<file path="config.mk">
export PLATFORM = sky130hd
export DESIGN_NAME = iic_cmd_sequencer
export DESIGN_NICKNAME = d
export VERILOG_FILES = /design/src/rtl/iic_seq_pkg.sv /design/src/rtl/iic_cmd_fifo.sv /design/src/rtl/iic_cmd_sequencer.sv
export SDC_FILE = /design/constraint.sdc
export NUM_CORES = 1
export LEC_CHECK = 0
export CAP_MARGIN = 30
export CELL_PAD_IN_SITES_DETAIL_PLACEMENT = 0
export CELL_PAD_IN_SITES_GLOBAL_PLACEMENT = 1
export CORE_MARGIN = 8
export CORE_UTILIZATION = 47
export CTS_CLUSTER_DIAMETER = 50
export DETAILED_ROUTE_END_ITERATION = 10
export GPL_TIMING_DRIVEN = 0
export PLACE_DENSITY = 0.9
export SLEW_MARGIN = 20
export SYNTH_ARGS = -nofsm -noshare
export SYNTH_HDL_FRONTEND = slang
export SYNTH_SLANG_ARGS = --single-unit
</file>
<file path="constraint.sdc">
create_clock -name CLOCK -period 5.91 [get_ports CLOCK]
set_clock_uncertainty 0.2 [all_clocks]
set_input_delay 1.182 -clock CLOCK [delete_from_list [all_inputs] [get_ports CLOCK]]
set_output_delay 1.182 -clock CLOCK [all_outputs]
set_load 0.1 [all_outputs]
</file>
<file path="src/rtl/iic_seq_pkg.sv">
// Shared definitions for the IIC command sequencer: register offsets, iCall codes,
// FSM state encoding and the queued command record.
package iic_seq_pkg;

    localparam logic [7:0] IIC_REG_CALL = 8'd0;
    localparam logic [7:0] IIC_REG_ADDR = 8'd1;
    localparam logic [7:0] IIC_REG_DATA = 8'd2;

    localparam logic [1:0] CALL_IDLE = 2'b00;
    localparam logic [1:0] CALL_WR   = 2'b10;
    localparam logic [1:0] CALL_RD   = 2'b01;

    localparam int unsigned CMD_W = 17;

    typedef enum logic [2:0] {
        StIdle,
        StWAddr,
        StWData,
        StWCall,
        StWait,
        StClear,
        StDone
    } seq_state_e;

    typedef struct packed {
        logic       rw;
        logic [7:0] addr;
        logic [7:0] data;
    } iic_cmd_t;

    function automatic logic [1:0] call_code(input logic rw);
        return rw ? CALL_RD : CALL_WR;
    endfunction

endpackage

</file>
<file path="src/rtl/iic_cmd_fifo.sv">
// Synchronous command FIFO with occupancy count; first word is visible on rdata_o.
// DEPTH must be a power of two so the pointers wrap by natural overflow.
module iic_cmd_fifo #(
    parameter int unsigned DEPTH = 4,
    parameter int unsigned WIDTH = 17
) (
    input  logic                     clk_i,
    input  logic                     rst_ni,
    input  logic                     push_i,
    input  logic [WIDTH-1:0]         wdata_i,
    input  logic                     pop_i,
    output logic [WIDTH-1:0]         rdata_o,
    output logic [$clog2(DEPTH):0]   count_o,
    output logic                     full_o,
    output logic                     empty_o
);

    localparam int unsigned PtrW = $clog2(DEPTH);

    logic [WIDTH-1:0]  mem_q [DEPTH];
    logic [PtrW-1:0]   wr_ptr_q, wr_ptr_d;
    logic [PtrW-1:0]   rd_ptr_q, rd_ptr_d;
    logic [PtrW:0]     count_q, count_d;
    logic              push_ok, pop_ok;

    assign full_o  = (count_q == (PtrW + 1)'(DEPTH));
    assign empty_o = (count_q == '0);
    assign push_ok = push_i && !full_o;
    assign pop_ok  = pop_i && !empty_o;
    assign rdata_o = mem_q[rd_ptr_q];
    assign count_o = count_q;

    always_comb begin
        wr_ptr_d = wr_ptr_q;
        rd_ptr_d = rd_ptr_q;
        count_d  = count_q;
        if (push_ok) begin
            wr_ptr_d = wr_ptr_q + 1'b1;
        end
        if (pop_ok) begin
            rd_ptr_d = rd_ptr_q + 1'b1;
        end
        unique case ({push_ok, pop_ok})
            2'b10:   count_d = count_q + 1'b1;
            2'b01:   count_d = count_q - 1'b1;
            default: count_d = count_q;
        endcase
    end

    always_ff @(posedge clk_i) begin
        if (!rst_ni) begin
            wr_ptr_q <= '0;
            rd_ptr_q <= '0;
            count_q  <= '0;
        end else begin
            wr_ptr_q <= wr_ptr_d;
            rd_ptr_q <= rd_ptr_d;
            count_q  <= count_d;
        end
    end

    always_ff @(posedge clk_i) begin
        if (push_ok) begin
            mem_q[wr_ptr_q] <= wdata_i;
        end
    end

endmodule

</file>
<file path="src/rtl/iic_cmd_sequencer.sv">
// Queues IIC commands and replays each as iAddr/iData/iCall master writes, a timed hold,
// and an iCall clear. Define IIC_SEQ_STATS_EN to add wr_count/rd_count completion counters.
module iic_cmd_sequencer
    import iic_seq_pkg::*;
#(
    parameter int unsigned FIFO_DEPTH = 4,
    parameter int unsigned WR_WAIT    = 14700,
    parameter int unsigned RD_WAIT    = 19950,
    parameter int unsigned CNT_W      = 16
) (
    input  logic                          CLOCK,
    input  logic                          RESET,
    input  logic                          cmd_valid,
    output logic                          cmd_ready,
    input  logic                          cmd_rw,
    input  logic [7:0]                    cmd_addr,
    input  logic [7:0]                    cmd_data,
    output logic                          m_chipselect,
    output logic                          m_write,
    output logic [7:0]                    m_address,
    output logic [31:0]                   m_writedata,
    output logic                          busy,
    output logic                          done,
`ifdef IIC_SEQ_STATS_EN
    output logic [15:0]                   wr_count,
    output logic [15:0]                   rd_count,
`endif
    output logic [$clog2(FIFO_DEPTH):0]   fifo_count
);

    localparam logic [CNT_W-1:0] WrLoad = CNT_W'(WR_WAIT - 1);
    localparam logic [CNT_W-1:0] RdLoad = CNT_W'(RD_WAIT - 1);

    seq_state_e       state_q, state_d;
    iic_cmd_t         cmd_q;
    logic [CNT_W-1:0] cnt_q, cnt_d;
    iic_cmd_t         push_cmd, head_cmd;
    logic             fifo_full, fifo_empty, pop;

    assign push_cmd  = '{rw: cmd_rw, addr: cmd_addr, data: cmd_data};
    assign cmd_ready = !fifo_full;
    assign pop       = (state_q == StIdle) && !fifo_empty;

    iic_cmd_fifo #(
        .DEPTH (FIFO_DEPTH),
        .WIDTH (CMD_W)
    ) u_fifo (
        .clk_i   (CLOCK),
        .rst_ni  (RESET),
        .push_i  (cmd_valid),
        .wdata_i (push_cmd),
        .pop_i   (pop),
        .rdata_o (head_cmd),
        .count_o (fifo_count),
        .full_o  (fifo_full),
        .empty_o (fifo_empty)
    );

    always_comb begin
        state_d = state_q;
        cnt_d   = cnt_q;
        unique case (state_q)
            StIdle:  if (!fifo_empty) state_d = StWAddr;
            StWAddr: state_d = StWData;
            StWData: state_d = StWCall;
            StWCall: begin
                state_d = StWait;
                cnt_d   = cmd_q.rw ? RdLoad : WrLoad;
            end
            StWait: begin
                if (cnt_q == '0) begin
                    state_d = StClear;
                end else begin
                    cnt_d = cnt_q - 1'b1;
                end
            end
            StClear: state_d = StDone;
            StDone:  state_d = StIdle;
            default: state_d = StIdle;
        endcase
    end

    // Moore outputs; the bus is quiet (all zero) outside the four write states.
    always_comb begin
        m_chipselect = 1'b0;
        m_write      = 1'b0;
        m_address    = 8'd0;
        m_writedata  = 32'd0;
        busy         = 1'b0;
        done         = 1'b0;
        unique case (state_q)
            StWAddr: begin
                m_chipselect = 1'b1;
                m_write      = 1'b1;
                m_address    = IIC_REG_ADDR;
                m_writedata  = {24'd0, cmd_q.addr};
                busy         = 1'b1;
            end
            StWData: begin
                m_chipselect = 1'b1;
                m_write      = 1'b1;
                m_address    = IIC_REG_DATA;
                m_writedata  = cmd_q.rw ? 32'd0 : {24'd0, cmd_q.data};
                busy         = 1'b1;
            end
            StWCall: begin
                m_chipselect = 1'b1;
                m_write      = 1'b1;
                m_address    = IIC_REG_CALL;
                m_writedata  = {30'd0, call_code(cmd_q.rw)};
                busy         = 1'b1;
            end
            StWait:  busy = 1'b1;
            StClear: begin
                m_chipselect = 1'b1;
                m_write      = 1'b1;
                m_address    = IIC_REG_CALL;
                m_writedata  = {30'd0, CALL_IDLE};
                busy         = 1'b1;
            end
            StDone:  done = 1'b1;
            default: ;
        endcase
    end

    always_ff @(posedge CLOCK) begin
        if (!RESET) begin
            state_q <= StIdle;
            cnt_q   <= '0;
            cmd_q   <= '0;
        end else begin
            state_q <= state_d;
            cnt_q   <= cnt_d;
            if (pop) begin
                cmd_q <= head_cmd;
            end
        end
    end

`ifdef IIC_SEQ_STATS_EN
    logic [15:0] wr_cnt_q, rd_cnt_q;

    always_ff @(posedge CLOCK) begin
        if (!RESET) begin
            wr_cnt_q <= '0;
            rd_cnt_q <= '0;
        end else if (done) begin
            if (!cmd_q.rw && wr_cnt_q != 16'hFFFF) wr_cnt_q <= wr_cnt_q + 1'b1;
            if (cmd_q.rw && rd_cnt_q != 16'hFFFF) rd_cnt_q <= rd_cnt_q + 1'b1;
        end
    end

    assign wr_count = wr_cnt_q;
    assign rd_count = rd_cnt_q;
`endif

endmodule
</file>
# == After elaboration in Yosys (flattened, before gate mapping) ==
# Memories as Yosys holds them, arrays and structs flattened. A register that Yosys moved wholly into a read port is not among the register bits.
# Cells that the tools add are included.
# totals
ff_bits,26
mem_bits_rw,68
in_bits,20
out_inout_bits,48
wordCells,54
memories,1
# memory_table
name,depth,width,read_ports,rd_ports_with_merged_regs,write_ports,line,source
u_fifo.mem_q,4,17,1,1,1,iic_cmd_fifo.sv:20,logic [WIDTH-1:0] mem_q [DEPTH];
# op_classes
add_sub_neg,5
n_eq_ne,12
n_mux,16
n_reduce_logical,15
# op_table
operator,n
16-bit one-hot mux with 2 select lines,1
8-bit one-hot mux with 3 select lines,1
3-bit one-hot mux with 6 select lines,1
16-bit zero test,1
16-bit 2-to-1 mux,1
16-bit by 1-bit subtractor with 16-bit output (second input constant),1
15-bit 2-to-1 mux,1
3-bit == test (second input constant),4
8-bit 2-to-1 mux,1
3-bit by 2-bit == test with 1-bit output (second input constant),2
3-bit zero test,2
3-bit 2-to-1 mux,2
2-bit inequality test (second input constant),3
3-bit one-hot mux with 2 select lines,1
1-bit 2-to-1 mux,5
5-bit OR reduction,1
2-bit by 1-bit adder with 2-bit output (second input constant),2
2-bit one-hot mux with 2 select lines,1
2-bit AND reduction,2
2-bit nonzero test,2
4-bit OR reduction,1
3-bit by 1-bit adder with 3-bit output (second input constant),1
3-bit by 1-bit == test with 1-bit output (second input constant),1
1-bit logical AND,3
other kinds (5),7

# == Depth between registers and ports, before layout ==
# depth
ltp_word,6
depth_mapped,11

# == Modules after synthesis ==
# A second synthesis with hierarchy kept.
# hier_totals
hier_cells,419
hier_area_um2,5056.1
# modules_own_cells
mod,instances,cells_per_inst,area_each_um2,seq_area_each_um2
iic_cmd_fifo,1,143,2960.3,2222.1
iic_cmd_sequencer,1,276,2095.8,720.7

# == Least setup slack after synthesis ==
# OpenSTA, ideal clock, no wires.
# synth_timing
path_kind,register -> output
start,register state_q[1]
end,output m_write
arrival_ps,2754
required_time_ps,4528
path_slack_ps,1774
stages_incl_launch_ff,5
path_cell_list,dfxtp_1 > clkbuf_1 > nor2_1 > a21oi_1 > buf_4
# synth_via
elab_chain_len,3
elab_cells_between_ends,6
cone_classes,eq/ne (4); mux (1); reduce/logical (1)
# synth_rtl
item,line,source
"start, declared",iic_cmd_sequencer.sv:34,"seq_state_e state_q, state_d;"
"start signal, assigned",iic_cmd_sequencer.sv:128,state_q <= StIdle;
"start signal, assigned",iic_cmd_sequencer.sv:132,state_q <= state_d;
3-bit == test (tied with other cells),n/a,
4-bit OR reduction (no source line) (*),n/a,
1-bit 2-to-1 mux (*),n/a,
"end, declared",iic_cmd_sequencer.sv:19,"output logic m_write,"
# Mark *: on every way between the ends. The rest lies on a longest branch, timed or not.

# == Final worst setup path ==
# layout_timing
start,register state_q[0]
end,output m_writedata[5]
# layout_via
elab_chain_len,2
elab_cells_between_ends,4
cone_classes,eq/ne (3); mux (1)
# layout_rtl
item,line,source
3-bit by 2-bit == test with 1-bit output / 3-bit by 1-bit == test with 1-bit output (equally long branches),iic_cmd_sequencer.sv:91,unique case (state_q)
8-bit one-hot mux with 3 select lines (*),iic_cmd_sequencer.sv:91,
"end, declared",iic_cmd_sequencer.sv:21,"output logic [31:0] m_writedata,"
# Marked as above.

==> flow_summary.yaml <==
status:
  run_status: "finished, final reports clean"
floorplan:
  initial_utilization_pct: 48.1
  ios: 68
  chipWidth_um: 119
  die-height_um: 119
  design.die.area_mm2: 0.0141
  placeableCoreArea_mm2: 0.0103
  placementRows: 37
worst_hold_path:
  holdCritPathClass: "reg2reg"
drt:
  drcViolationCount: 0
  route.detailed.vias_per_inst: 5.21
  detail_route.wirelength_mm: 10.3
  first_iter_violations: 266
  router_iterations_before_antenna_repair: 4
  routedWlPerCell_um: 16.8
  final_antenna_net_count: 0
  vias: 3207
synth:
  count_of_flip_flops_with_a_built_in_enable_after_synthesis: 68
  syn_avg_cell_area_um2: 12.4
  synth_flop_cell: "sky130_fd_sc_hd__edfxtp_1"
  asyncSetResetFlopFracSynth_pct: 0
  post_synth_main_area_contributors: "sky130_fd_sc_hd__edfxtp_1 (41%), sky130_fd_sc_hd__dfxtp_1 (17%), sky130_fd_sc_hd__mux4_2 (7.7%), sky130_fd_sc_hd__buf_4 (4.7%), sky130_fd_sc_hd__a21oi_1 (3.5%)"
  synth_largest_type_area_fraction_pct: 41.3
  syn-instance-count: 399
  sequential_cell_area_fraction_in_the_yosys_report_pct: 58.7
  netlist_top_cells_count: "sky130_fd_sc_hd__edfxtp_1 (68), sky130_fd_sc_hd__nand2_1 (46), sky130_fd_sc_hd__dfxtp_1 (43)"
  yosysTopAreaCell: "sky130_fd_sc_hd__edfxtp_1"
  synth_cell_types: 59
  synth_most_common_cell: "sky130_fd_sc_hd__edfxtp_1"
  yosys_register_bits: 111
  synthesis.yosys.warnings: 0
  synthesis.area_mm2: 0.00494
timing:
  period_needed_ns: 4.63
  max_slew.worst_pin.slew_ns: 1.00
  worst_rel_slew_slack_pct: 32.8
  final.period_utilization_pct: 78.4
  finalMaxSlewViolations: 0
  number_of_endpoints_failing_setup_at_the_final_stage: 0
  finalHoldViolations: 0
  clock.fmax_mhz: 216
  grt_setup_unrepaired: "no"
  fin_setup_tns_ns: 0
worst_setup_path:
  largest_fanout_on_the_critical_path: 10
  r2r-start: "state_q[1]$_SDFFE_PN0P_"
  crit_path_start_kind: "flop"
  crit_required_ns: 4.53
  number_of_cells_on_the_worst_reg_to_reg_path: 11
  worstReg2RegEnd: "u_fifo.count_o[2]$_SDFFE_PN0P_"
  timing.critical_path.arrival_ns: 3.25
  worstSetupPathType: "reg2out"
  startpoint: "state_q[0]$_SDFFE_PN0P_"
  timing.reg2reg.setup_slack_ns: 2.92
  setup.worst_path.end_class: "primary output"
  worstSetupEndpoint: "m_writedata[5]"
global_route:
  grt_start_max_net_pins: 23
  grt-ovfl-total: 0
  groute.usage.overall_pct: 15.1
  global_route_wire_length_before_repair_mm: 16.7
  vias_in_the_first_global_route: 3270
  antenna_found_initial: 0
clock_network:
  cts.sink_count: 111
  clockRootBuffer: "sky130_fd_sc_hd__clkbuf_8"
  cts_made_buffers: 9
  tritoncts_clock_tree: "yes"
  post_cts_buffers: 0
  max-clock-path-buffers: 2
  clkTransAtPathRegs_ns: 0.11
  postCtsResizedCells: 0
  holdBufCountCts: 0
  cts-htree-levels: 3
  clock_insertion_delay_worst_skew_ns: 0.38
cells_and_area:
  finalNonFillerCells: 616
  final_nets: 502
  count_of_antenna_diodes_in_the_layout: 0
  area_delta_synth_final_pct: 17.6
  fraction_of_final_layout_cells_sized_beyond_drive_strength_1_pct: 17.1
job:
  max_cap_viol_count: 0
placed_design:
  place_inst: 600
  gpl.final_weighted_congestion: 0.816
  buffer_ports.inserted: 36
  hpwlAfterDp_mm: 7.30
power:
  power_per_cell_area_mw_per_mm2: 462
  ir_drop_worst_case_vdd_uv: 311
  leakagePower_nw: 2.13
==> layout make-up <==
| class | instances | area (µm²) |
|---|---|---|
| Fill cell | 843 | 4460 |
| Sequential cell | 111 | 2900 |
| Multi-Input combinational cell | 253 | 1780 |
| Timing Repair Buffer | 36 | 360 |
| Buffer | 51 | 320 |
| Tap cell | 136 | 170 |
| Clock buffer | 9 | 124 |
| Clock inverter | 7 | 108 |
| Inverter | 13 | 48.8 |
==> where the power goes <==
part,leakage [nW],switching [mW],internal [mW]
Sequential,0.974,0.0756,0.951
Combinational,1.04,0.804,0.360
Clock,0.114,0.283,0.212
==> metal layers <==
metal | up-vias | share of wire (%) | GRT usage [%]
met5 | - | 0 | 0
met4 | 0 | 2.0 | 7.19
met3 | 20 | 6.4 | 4.95
met2 | 90 | 51 | 25.6
met1 | 1546 | 40 | 16.8
li1 | 1551 | - | -
==> cells in the final DEF, fill, tap and decap left out, types with 4 or more instances in the layout <==
cell type	count
sky130_fd_sc_hd__dfxtp_1	43
sky130_fd_sc_hd__edfxtp_1	68
sky130_fd_sc_hd__nand2_1	46
sky130_fd_sc_hd__o211ai_1	4
sky130_fd_sc_hd__conb_1	30
sky130_fd_sc_hd__a22o_1	6
sky130_fd_sc_hd__xor2_1	8
sky130_fd_sc_hd__a31oi_1	5
sky130_fd_sc_hd__clkdlybuf4s50_1	36
sky130_fd_sc_hd__inv_1	12
sky130_fd_sc_hd__nor2_1	21
sky130_fd_sc_hd__nor3_1	8
sky130_fd_sc_hd__and3_1	6
sky130_fd_sc_hd__and2_1	5
sky130_fd_sc_hd__buf_4	31
sky130_fd_sc_hd__ha_1	6
sky130_fd_sc_hd__mux4_2	17
sky130_fd_sc_hd__clkbuf_8	9
sky130_fd_sc_hd__buf_2	4
sky130_fd_sc_hd__nand3_1	4
sky130_fd_sc_hd__clkbuf_1	13
sky130_fd_sc_hd__a21oi_1	35
==> flip-flops by register name, summed over array words and instances (netlist names) <==
name	count
u_fifo.wr_ptr_q	2
u_fifo.mem_q	68
state_q	3
u_fifo.rd_ptr_q	2
u_fifo.count_o	3
cnt_q	16
cmd_q	17
==> through the flow <==
stage               hold WS (ns)  cell area, µm²  utilization (%)  power, mW  setup slack [ns]
floorplan                  0.236            5050                -       1.94              1.77
global placement           0.244            5580             54.3       2.18              1.77
detailed placement         0.251            5580             54.3       2.21              1.75
CTS                        0.266            5810             56.6       2.71              1.30
global route               0.286            5810             56.6       2.83              1.14
finish                     0.267            5810             56.6       2.69              1.28
==> how the worst min path moves through the flow <==
stage,startpoint,endpoint,slack (ns),depth (start not counted)
after floorplan,cmd_q[10]$_SDFFE_PN0P_,cmd_q[10]$_SDFFE_PN0P_,0.24,2
after global placement,cmd_q[8]$_SDFFE_PN0P_,cmd_q[8]$_SDFFE_PN0P_,0.24,2
after detailed placement,cmd_q[2]$_SDFFE_PN0P_,cmd_q[2]$_SDFFE_PN0P_,0.25,2
after CTS,cmd_q[2]$_SDFFE_PN0P_,cmd_q[2]$_SDFFE_PN0P_,0.27,2
after global routing,cmd_q[5]$_SDFFE_PN0P_,cmd_q[5]$_SDFFE_PN0P_,0.29,2
final,cmd_q[15]$_SDFFE_PN0P_,cmd_q[15]$_SDFFE_PN0P_,0.27,2
==> critical path, stage by stage, from the launching register on <==
cell	delay, ns
sky130_fd_sc_hd__dfxtp_1	0.33
sky130_fd_sc_hd__clkbuf_1	0.21
sky130_fd_sc_hd__nand2b_1	0.26
sky130_fd_sc_hd__nor3_1	0.59
sky130_fd_sc_hd__a22o_1	0.31
sky130_fd_sc_hd__clkdlybuf4s50_1	1.16
==> cell families after synthesis <==
family | count (synthesis) | synth area share [%]
muxes | 20 | 8.38
AOI/OAI and AO/OA | 69 | 8.99
adders and majority gates | 7 | 1.92
xor gates and xnor gates | 10 | 1.77
and+or+nand+nor | 117 | 12.7
other | 1 | 0.0759
buffers and inverters | 64 | 7.47
DFF | 111 | 58.7
No activity file was read; power rests on OpenSTA's default activity.
